### src/rtl/vga_pkg.sv
// Shared constants for the VGA capture block: register map, bit positions,
// capture state encoding and the default active geometry of the VGA controller.
package vga_pkg;

  localparam int H_ACTIVE_DEF = 640;
  localparam int V_ACTIVE_DEF = 480;

  localparam logic [4:0] OFF_CTRL      = 5'h00;
  localparam logic [4:0] OFF_STATUS    = 5'h04;
  localparam logic [4:0] OFF_GEOM      = 5'h08;
  localparam logic [4:0] OFF_CKSUM     = 5'h0C;
  localparam logic [4:0] OFF_PROBE     = 5'h10;
  localparam logic [4:0] OFF_PROBE_PIX = 5'h14;

  localparam int CTRL_EN   = 0;
  localparam int CTRL_CLR  = 1;
  localparam int GEOM_H_LO = 16;

  typedef enum logic [1:0] {
    DISABLED = 2'd0,
    WAIT_VS  = 2'd1,
    ACTIVE   = 2'd2
  } cap_state_e;

endpackage

### src/rtl/vga_capture_apb_if.sv
// APB register bus of the VGA capture block; master is the CPU side.
interface vga_capture_apb_if;
  logic [31:0] in_paddr;
  logic        in_psel;
  logic        in_penable;
  logic        in_pwrite;
  logic [31:0] in_pwdata;
  logic        in_pready;
  logic [31:0] in_prdata;
  logic        in_pslverr;

  modport master (
    output in_paddr, in_psel, in_penable, in_pwrite, in_pwdata,
    input  in_pready, in_prdata, in_pslverr
  );

  modport slave (
    input  in_paddr, in_psel, in_penable, in_pwrite, in_pwdata,
    output in_pready, in_prdata, in_pslverr
  );
endinterface

### src/rtl/vga_capture_regs.sv
// APB decode, error response and read mux for the VGA capture registers.
// The PROBE/PROBE_PIX pair exists only when VGA_CAPTURE_PROBE_EN is defined.
module vga_capture_regs
  import vga_pkg::*;
(
  vga_capture_apb_if.slave apb,
  input  logic [31:0]      ctrl_word,
  input  logic [31:0]      status_word,
  input  logic [31:0]      geom_word,
  input  logic [31:0]      cksum_word,
`ifdef VGA_CAPTURE_PROBE_EN
  input  logic [31:0]      probe_word,
  input  logic [31:0]      probe_pix_word,
  output logic             probe_wr,
`endif
  output logic             ctrl_wr,
  output logic [31:0]      wdata
);

  logic       access;
  logic [4:0] off;
  logic       rd_ok;
  logic       wr_ok;
  logic [31:0] rdata;
  logic       unused_addr;

  assign access      = apb.in_psel & apb.in_penable;
  assign off         = apb.in_paddr[4:0];
  assign unused_addr = ^apb.in_paddr[31:5];

  always_comb begin
    rd_ok = 1'b0;
    wr_ok = 1'b0;
    rdata = '0;
    case (off)
      OFF_CTRL:      begin rd_ok = 1'b1; wr_ok = 1'b1; rdata = ctrl_word;   end
      OFF_STATUS:    begin rd_ok = 1'b1; rdata = status_word; end
      OFF_GEOM:      begin rd_ok = 1'b1; rdata = geom_word;   end
      OFF_CKSUM:     begin rd_ok = 1'b1; rdata = cksum_word;  end
`ifdef VGA_CAPTURE_PROBE_EN
      OFF_PROBE:     begin rd_ok = 1'b1; wr_ok = 1'b1; rdata = probe_word; end
      OFF_PROBE_PIX: begin rd_ok = 1'b1; rdata = probe_pix_word; end
`endif
      default: ;
    endcase
  end

  // Zero-wait slave: every access phase completes in the cycle it is presented.
  assign apb.in_pready  = access;
  assign apb.in_prdata  = access ? rdata : '0;
  assign apb.in_pslverr = access & (apb.in_pwrite ? ~wr_ok : ~rd_ok);

  assign ctrl_wr = access & apb.in_pwrite & (off == OFF_CTRL);
  assign wdata   = apb.in_pwdata;
`ifdef VGA_CAPTURE_PROBE_EN
  assign probe_wr = access & apb.in_pwrite & (off == OFF_PROBE);
`endif

endmodule

### src/rtl/vga_capture_apb.sv
// VGA sink and frame checker: counts geometry and a pixel checksum per frame.
// Optional pixel probe registers are built when VGA_CAPTURE_PROBE_EN is defined.
module vga_capture_apb
  import vga_pkg::*;
#(
  parameter int H_ACTIVE = H_ACTIVE_DEF,
  parameter int V_ACTIVE = V_ACTIVE_DEF,
  parameter int CNT_W    = 11
) (
  input  logic             clock,
  input  logic             reset,
  input  logic [7:0]       vga_r,
  input  logic [7:0]       vga_g,
  input  logic [7:0]       vga_b,
  input  logic             vga_hsync,
  input  logic             vga_vsync,
  input  logic             vga_valid,
  vga_capture_apb_if.slave apb,
  output logic             frame_done
);

  typedef logic [CNT_W-1:0] cnt_t;
  localparam cnt_t H_EXP = cnt_t'(H_ACTIVE);
  localparam cnt_t V_EXP = cnt_t'(V_ACTIVE);

  function automatic cnt_t sat_inc(input cnt_t v);
    return (v == '1) ? v : v + cnt_t'(1);
  endfunction

  cap_state_e  state_q, state_d;
  logic        hs_prev, vs_prev, hs_fall, vs_fall;
  cnt_t        x_q, y_q, lastx_q, width_q, height_q;
  cnt_t        x_inc, x_line, y_line, lastx_line;
  logic [31:0] sum_q, sum_inc, cksum_q, pix;
  logic [15:0] frames_q;
  logic        en_q, locked_q, err_hw_q, err_vh_q, ferr_q;
  logic        line_close, hw_err, vh_err, frame_close, clr_work;
  logic        ctrl_wr;
  logic [31:0] wdata;
  logic        unused_wdata;

  assign pix          = {8'h0, vga_r, vga_g, vga_b};
  assign hs_fall      = hs_prev & ~vga_hsync;
  assign vs_fall      = vs_prev & ~vga_vsync;
  assign unused_wdata = ^wdata;

  always_ff @(posedge clock) begin
    if (reset) state_q <= DISABLED;
    else       state_q <= state_d;
  end

  always_comb begin
    state_d = state_q;
    case (state_q)
      DISABLED: if (ctrl_wr && wdata[CTRL_EN]) state_d = WAIT_VS;
      WAIT_VS:  if (vs_fall) state_d = ACTIVE;
      default:  ;
    endcase
    if (ctrl_wr && !wdata[CTRL_EN]) state_d = DISABLED;
  end

  // Line close sees this cycle's pixel; frame close sees this cycle's line close.
  always_comb begin
    x_inc       = vga_valid ? sat_inc(x_q) : x_q;
    sum_inc     = vga_valid ? sum_q + pix : sum_q;
    line_close  = hs_fall && (x_inc != '0);
    hw_err      = (state_q == ACTIVE) && line_close && (x_inc != H_EXP);
    y_line      = line_close ? sat_inc(y_q) : y_q;
    x_line      = line_close ? '0 : x_inc;
    lastx_line  = (x_inc != '0) ? x_inc : lastx_q;
    frame_close = (state_q == ACTIVE) && vs_fall;
    vh_err      = y_line != V_EXP;
    clr_work    = ((state_q == WAIT_VS) && vs_fall) || frame_close ||
                  (ctrl_wr && !wdata[CTRL_EN]);
  end

  always_ff @(posedge clock) begin
    if (reset) begin
      hs_prev <= 1'b0; vs_prev <= 1'b0; frame_done <= 1'b0;
      x_q <= '0; y_q <= '0; lastx_q <= '0; sum_q <= '0; ferr_q <= 1'b0;
      width_q <= '0; height_q <= '0; cksum_q <= '0; frames_q <= '0;
      en_q <= 1'b0; locked_q <= 1'b0; err_hw_q <= 1'b0; err_vh_q <= 1'b0;
    end else begin
      hs_prev    <= vga_hsync;
      vs_prev    <= vga_vsync;
      frame_done <= frame_close;
      if (ctrl_wr) en_q <= wdata[CTRL_EN];
      if (hw_err) err_hw_q <= 1'b1;
      if (frame_close) begin
        width_q  <= lastx_line;
        height_q <= y_line;
        cksum_q  <= sum_inc;
        frames_q <= frames_q + 16'd1;
        if (vh_err) err_vh_q <= 1'b1;
        locked_q <= !(ferr_q || hw_err || vh_err);
      end
      if (clr_work) begin
        x_q <= '0; y_q <= '0; lastx_q <= '0; sum_q <= '0; ferr_q <= 1'b0;
      end else if (state_q == ACTIVE) begin
        x_q <= x_line; y_q <= y_line; lastx_q <= lastx_line; sum_q <= sum_inc;
        ferr_q <= ferr_q | hw_err;
      end
      if (ctrl_wr && wdata[CTRL_CLR]) begin
        err_hw_q <= 1'b0; err_vh_q <= 1'b0; locked_q <= 1'b0;
      end
    end
  end

`ifdef VGA_CAPTURE_PROBE_EN
  cnt_t        px_q, py_q;
  logic [31:0] probe_pix_q;
  logic        probe_wr;

  always_ff @(posedge clock) begin
    if (reset) begin
      px_q <= '0; py_q <= '0; probe_pix_q <= '0;
    end else begin
      if (probe_wr) begin
        px_q <= wdata[CNT_W-1:0];
        py_q <= wdata[GEOM_H_LO +: CNT_W];
      end
      if ((state_q == ACTIVE) && vga_valid && (x_q == px_q) && (y_q == py_q))
        probe_pix_q <= pix;
    end
  end
`endif

  vga_capture_regs u_regs (
    .apb           (apb),
    .ctrl_word     ({30'h0, 1'b0, en_q}),
    .status_word   ({frames_q, 12'h0, state_q == ACTIVE, err_vh_q, err_hw_q, locked_q}),
    .geom_word     (32'(width_q) | (32'(height_q) << GEOM_H_LO)),
    .cksum_word    (cksum_q),
`ifdef VGA_CAPTURE_PROBE_EN
    .probe_word    (32'(px_q) | (32'(py_q) << GEOM_H_LO)),
    .probe_pix_word(probe_pix_q),
    .probe_wr      (probe_wr),
`endif
    .ctrl_wr       (ctrl_wr),
    .wdata         (wdata)
  );

endmodule

### src/flat_wrapper.sv
// flat-port wrapper written by rule: the top's interface ports become plain ports
module vga_capture_apb_flat import vga_pkg::*;
#(
  parameter int H_ACTIVE = H_ACTIVE_DEF,
  parameter int V_ACTIVE = V_ACTIVE_DEF,
  parameter int CNT_W    = 11
)
  (clock, reset, vga_r, vga_g, vga_b, vga_hsync, vga_vsync, vga_valid, frame_done, apb_in_paddr, apb_in_psel, apb_in_penable, apb_in_pwrite, apb_in_pwdata, apb_in_pready, apb_in_prdata, apb_in_pslverr);
  vga_capture_apb_if apb_i ();
  input  logic clock;
  input  logic reset;
  input  logic [7:0] vga_r;
  input  logic [7:0] vga_g;
  input  logic [7:0] vga_b;
  input  logic vga_hsync;
  input  logic vga_vsync;
  input  logic vga_valid;
  output logic frame_done;
  input wire logic [$bits(apb_i.in_paddr)-1:0] apb_in_paddr;
  input wire logic [$bits(apb_i.in_psel)-1:0] apb_in_psel;
  input wire logic [$bits(apb_i.in_penable)-1:0] apb_in_penable;
  input wire logic [$bits(apb_i.in_pwrite)-1:0] apb_in_pwrite;
  input wire logic [$bits(apb_i.in_pwdata)-1:0] apb_in_pwdata;
  output wire logic [$bits(apb_i.in_pready)-1:0] apb_in_pready;
  output wire logic [$bits(apb_i.in_prdata)-1:0] apb_in_prdata;
  output wire logic [$bits(apb_i.in_pslverr)-1:0] apb_in_pslverr;
  assign apb_i.in_paddr = apb_in_paddr;
  assign apb_i.in_psel = apb_in_psel;
  assign apb_i.in_penable = apb_in_penable;
  assign apb_i.in_pwrite = apb_in_pwrite;
  assign apb_i.in_pwdata = apb_in_pwdata;
  assign apb_in_pready = apb_i.in_pready;
  assign apb_in_prdata = apb_i.in_prdata;
  assign apb_in_pslverr = apb_i.in_pslverr;
  vga_capture_apb #(.H_ACTIVE(H_ACTIVE), .V_ACTIVE(V_ACTIVE), .CNT_W(CNT_W)) u_core (.clock(clock), .reset(reset), .vga_r(vga_r), .vga_g(vga_g), .vga_b(vga_b), .vga_hsync(vga_hsync), .vga_vsync(vga_vsync), .vga_valid(vga_valid), .apb(apb_i), .frame_done(frame_done));
endmodule
### config.mk
export PLATFORM = sky130hd
export DESIGN_NAME = vga_capture_apb_flat
export DESIGN_NICKNAME = d
export VERILOG_FILES = /design/src/rtl/vga_pkg.sv /design/src/rtl/vga_capture_apb_if.sv /design/src/rtl/vga_capture_regs.sv /design/src/rtl/vga_capture_apb.sv /design/src/flat_wrapper.sv
export SDC_FILE = /design/constraint.sdc
export NUM_CORES = 1
export LEC_CHECK = 0
export ABC_AREA = 1
export BUFFER_PORTS_ARGS = -buffer_cell sky130_fd_sc_hd__buf_4
export CORE_AREA = 2 2 160 162
export CTS_BUF_LIST = sky130_fd_sc_hd__clkbuf_4 sky130_fd_sc_hd__clkbuf_8 sky130_fd_sc_hd__clkbuf_16
export DETAILED_ROUTE_END_ITERATION = 7
export DIE_AREA = 0 0 162 164
export PLACE_DENSITY = 0.57
export SKIP_LAST_GASP = 1
export SLEW_MARGIN = 0
export SYNTH_ARGS = -nofsm -noshare
export SYNTH_HDL_FRONTEND = slang
export SYNTH_SLANG_ARGS = --single-unit
export TNS_END_PERCENT = 30
### constraint.sdc
create_clock -name clock -period 3.3 [get_ports clock]
set_input_delay 0.495 -clock clock [delete_from_list [all_inputs] [get_ports clock]]
set_output_delay 0.495 -clock clock [all_outputs]
set_load 0.02 [all_outputs]
### Word-level counts from Yosys, hierarchy flattened

Index checks and enable logic that the tools add are counted.

| cells by class | value |
|---|---|
| bitwise gates (word level) | 12 |
| $add $sub $neg | 4 |
| reduce and logical (&&, ||, !) cells | 24 |
| eq/ne operators | 11 |
| mux-type cells | 15 |

Operator list:

| operator | number |
|---|---|
| $pmux 32 s4 | 1 |
| $mux 11 | 6 |
| $mux 32 | 2 |
| $add 32x24->32 | 1 |
| $or 11x27->27 | 1 |
| $add 11x1->11 const B | 2 |
| $eq 11x11->1 const B | 2 |
| $add 16x1->16 const B | 1 |
| $ne 11x10->1 const B | 1 |
| $ne 11x9->1 const B | 1 |
| $reduce_bool 11->1 | 1 |
| $eq 5x4->1 const B | 2 |
| $logic_and 1x1->1 | 8 |
| $and 1x1->1 | 6 |
| $reduce_or 2->1 | 3 |
| $eq 5x3->1 const B | 1 |
| $logic_not 5->1 | 1 |
| $logic_or 1x1->1 | 4 |
| $mux 2 | 2 |
| $ne 2x1->1 const B | 2 |
| $not 1->1 | 4 |
| $pmux 2 s2 | 1 |
| $reduce_or 4->1 | 1 |
| $mux 1 | 3 |
| other kinds (8) | 9 |

| word-level totals | value |
|---|---|
| bits in registers | 145 |
| output and inout port bits | 35 |

### Logic depth before layout (Yosys ltp)

| logic depth | value |
|---|---|
| depth after elaboration | 10 |
| depth in mapped cells | 21 |
| depth with buffers taken out | 21 |

### By module

From an unflattened synthesis, not the netlist that was laid out.

| unflattened totals | value |
|---|---|
| cells, all modules | 1542 |
| area total of the unflattened synthesis | 9974.6 um2 |

By module, submodules not included:

| module | area each (um2) | cells an instance | instances |
|---|---|---|---|
| vga_capture_apb | 8036.5 | 1197 | 1 |
| vga_capture_regs | 1938.1 | 345 | 1 |

### Worst setup path before layout

Ideal clock, no wire load.

| path | value |
|---|---|
| path type | input-to-reg |
| start | in vga_b[0] |
| end | reg u_core.sum_q[18] |
| arrival time | 2447 ps |
| cell stages on the path | 16 |
| setup slack | 744 ps |
| path buffers | 0 |
| data required time | 3191 ps |
| cells stage by stage | ha_1 -> inv_1 -> fa_1 -> inv_1 -> nand3_1 -> nand2_1 -> a21oi_1 -> o21ai_0 -> a21oi_1 -> o21ai_0 -> a21oi_1 -> xnor2_1 -> nand2_1 -> nand3_1 -> nand2_1 -> inv_1 |

| on the way | value |
|---|---|
| word-level cells in the longest chain between the ends | 2 |

RTL lines:

| item | RTL line | source |
|---|---|---|
| start, declared | flat_wrapper.sv:14 | `input logic [7:0] vga_b;` |
| $add 32x24->32 | vga_capture_apb.sv:65 | `sum_inc = vga_valid ? sum_q + pix : sum_q;` |
| $mux 32 | vga_capture_apb.sv:65 |  |
| end signal, assigned | vga_capture_apb.sv:100 | `x_q <= x_line; y_q <= y_line; lastx_q <= lastx_line; sum_q <= sum_inc;` |
| end, declared | vga_capture_apb.sv:34 | `logic [31:0] sum_q, sum_inc, cksum_q, pix;` |

No other way between the ends.
A chain may end at the register's enable or synchronous reset.

### Worst setup path after layout

| path | value |
|---|---|
| start | reg u_core.sum_q[2] |
| end | reg u_core.sum_q[19] |

| on the way | value |
|---|---|
| word-level cells in the longest chain between the ends | 2 |

RTL lines:

| item | RTL line |
|---|---|
| $add 32x24->32 | vga_capture_apb.sv:65 |
| $mux 32 | vga_capture_apb.sv:65 |

No other way between the ends.

==> results.py <==
metrics = {
    "cts": {
        "ctsHoldBuffers": 0,
        "cts.sinks": 145,
        "clk_pin_slew_ns": 0.07,
        "root_buffer": "clkbuf_16",
        "cts_htree_levels": 4,
        "cts_resized": 0,
        "cts_setup_buffers": 0,
        "clock_latency_ns": 0.43,
        "clockBufferDepth": 2,
        "cts_buffers": 17,
        "cts_tree": "built",
    },
    "power_and_ir_drop": {
        "ir_drop_mv": 0.291,
        "p_per_area_nw_per_um2": 408,
        "leakagePower_nw": 4.67,
    },
    "floorplanning": {
        "die_x_um": 162,
        "coreArea_sq_um": 24800,
        "die_y_um": 164,
        "initial_core_util_pct": 34.7,
        "ios": 131,
        "rows": 58,
        "die_area_sq_um": 26600,
    },
    "routing": {
        "ant_nets": 0,
        "routed_wl_um": 25900,
        "drc": 0,
        "wl_per_cell_um": 14.9,
        "num_vias": 8588,
        "drtIter0Drc": 604,
        "drtPass1Iterations": 5,
        "via_per_inst": 4.94,
    },
    "setup_path": {
        "crit_path_end_kind": "register",
        "required_ns": 3.62,
        "arrival_ns": 3.09,
        "path_max_fanout": 4,
        "worstSetupStartpointType": "register",
        "critical_path_class": "register to register",
    },
    "timing": {
        "fin_skew_ns": 0.0117,
        "tns_ns": 0,
        "worst_pin_slew_ns": 0.690,
        "fmaxAchievable_mhz": 361,
        "fin_crit_sh_pct": 84.0,
        "drv_slew": 0,
        "slew_headroom_pct": 53.5,
        "setup_viol": 0,
        "whs_ns": 0.277,
        "post-route-min-period_ns": 2.77,
        "rsz0062_at_grt": "no",
        "timing.final.hold_violations": 0,
    },
    "grt": {
        "grt_max_degree": 62,
        "grt_pass1_wl_um": 42000,
        "grt_pass1_vias": 7962,
        "antenna_found_initial": 0,
        "grt_usage_pct": 19.9,
        "overflow": 0,
    },
    "logic_synthesis": {
        "synth_seq_cells": 145,
        "synth_cells": 1337,
        "synth_edf_count": 0,
        "syn_nets": 1461,
        "synthArstFlopShare_pct": 0,
        "yosys_most_used_dff": "dfxtp_1",
        "yosysUniqueCellTypes": 49,
        "seq_area_frac_synth_pct": 33.7,
        "yosys_warnings": 0,
        "avgSynthCellArea_sq_um": 6.43,
        "syn-cell-area_sq_um": 8600,
    },
    "placed_design": {
        "gp_congestion": 0.895,
        "dp_hpwl_um": 18500,
        "portBuffers": 73,
    },
    "finish": {
        "area_growth_pct": 18.2,
        "final_nets": 1521,
        "regArea_sq_um": 2900,
        "multi_input_comb_area_sq_um": 4690,
        "antennaDiodeCount": 0,
        "drive_gt1_share_pct": 11.2,
        "fillerInstances": 2712,
    },
    "min_path": {
        "hold_path.class": "input port to register",
    },
    "flow_run": {
        "drv_cap": 0,
    },
    "run_status": {
        "status": "finished, final reports clean",
    },
}
## layout make-up
| cell class | instances | share of cell area [%] |
|---|---|---|
| multi-input cells | 925 | 46.1 |
| flip-flops and latches | 145 | 28.5 |
| inverters | 217 | 8.01 |
| repair buffers | 91 | 6.84 |
| clock buffers | 21 | 4.66 |
| well taps | 330 | 4.06 |
| clock inverters | 11 | 1.73 |
## cell usage in the layout, fill, tap and decap left out, types with 5 or more instances in the layout
master and instances:
a21oi_1 132, xnor2_1 12, nand3_1 93, nand2_1 283, ha_1 27, buf_4 90
nor3_1 19, o221ai_1 5, nand4_1 9, a21o_1 8, dfxtp_1 145, inv_1 210
nor2_2 6, nand2_2 6, clkbuf_16 17, xor2_1 11, or2_2 8, nor2_1 117
o211ai_1 13, o21ai_0 128, a31oi_1 9
## layer usage
metal	up-vias	wire [um]	GRT usage [%]
met5	-	0	0
met4	0	433	5.03
met3	29	985	2.22
met2	204	11600	32.9
met1	3896	12900	27.8
li1	4459	-	-
## worst max-delay path, cell delays in order, from the launching register on
cell      delay [ns]
dfxtp_1         0.32
ha_1            0.33
a21oi_1         0.15
nand2_1         0.10
a21oi_1         0.23
o21bai_1        0.15
a21boi_0        0.44
o21ai_0         0.28
nand2_1         0.14
nand3b_1        0.08
nand3_1         0.09
o21ai_0         0.12
o21ai_0         0.17
inv_1           0.05
## power breakdown
group | internal (mW) | leakage [nW] | total [mW] | switching (mW)
sequential | 1.75 | 1.17 | 1.75 | 0.000539
clock | 1.34 | 0.323 | 2.16 | 0.814
combinational | 0.0807 | 3.17 | 0.239 | 0.158
total | 3.18 | 4.67 | 4.15 | 0.973
## cells in the mapped netlist, drive strengths merged, types with 5 or more instances
library cell / number / area [sq um]
a31oi: 9 / 56.3
or2: 9 / 56.3
nor2: 127 / 514
a21oi: 132 / 661
dfxtp: 145 / 2900
nand4: 9 / 56.3
xor2: 11 / 96.3
buf: 13 / 61.3
nand2: 291 / 1130
clkbuf: 37 / 139
o221ai: 5 / 43.8
a21o: 8 / 60.1
o21ai: 131 / 659
inv: 214 / 803
nand3: 94 / 483
xnor2: 12 / 105
o211ai: 13 / 97.6
ha: 27 / 338
nor3: 20 / 105
## flip-flops by register name, indices dropped and copies added (netlist names), 2 cells and up
signal,flops
u_core.cksum_q,32
u_core.sum_q,32
u_core.frames_q,16
u_core.height_q,11
u_core.lastx_q,11
u_core.width_q,11
u_core.x_q,11
u_core.y_q,11
u_core.state_q,2
## worst paths after layout
path | start | end | slack (ns) | depth (start not counted)
max | u_core.sum_q[2] | u_core.sum_q[19] | 0.53 | 13
min reg2reg | u_core.lastx_q[7] | u_core.lastx_q[7] | 0.45 | 2
max reg2reg | u_core.sum_q[2] | u_core.sum_q[19] | 0.53 | 13
min | vga_hsync | u_core.hs_prev | 0.28 | 3
## kinds of logic (layout without fill, tap and decap cells)
family,Yosys count,after routing,synth area share (%)
AND/OR/NAND/NOR,557,557,27.8
buffers and inverters,267,340,11.8
AO/OA/AOI/OAI,317,317,20.1
flip-flops,145,145,33.7
adder cells (fa/ha/maj),28,28,4.16
XOR/XNOR,23,23,2.34
## stage by stage
step	cells	power (mW)	setup WS, ns	cell area [sq um]	util, %
after CTS	1740	4.17	0.536	10200	41.0
final	1740	4.15	0.527	10200	41.0
after detailed placement	1708	2.03	0.259	9520	38.3
after floorplan	1337	1.93	0.744	8600	-
after global placement	1708	2.03	0.276	9520	38.3
after global routing	1740	4.28	0.230	10200	41.0
Note: power is estimated with default switching activity, not from simulation.
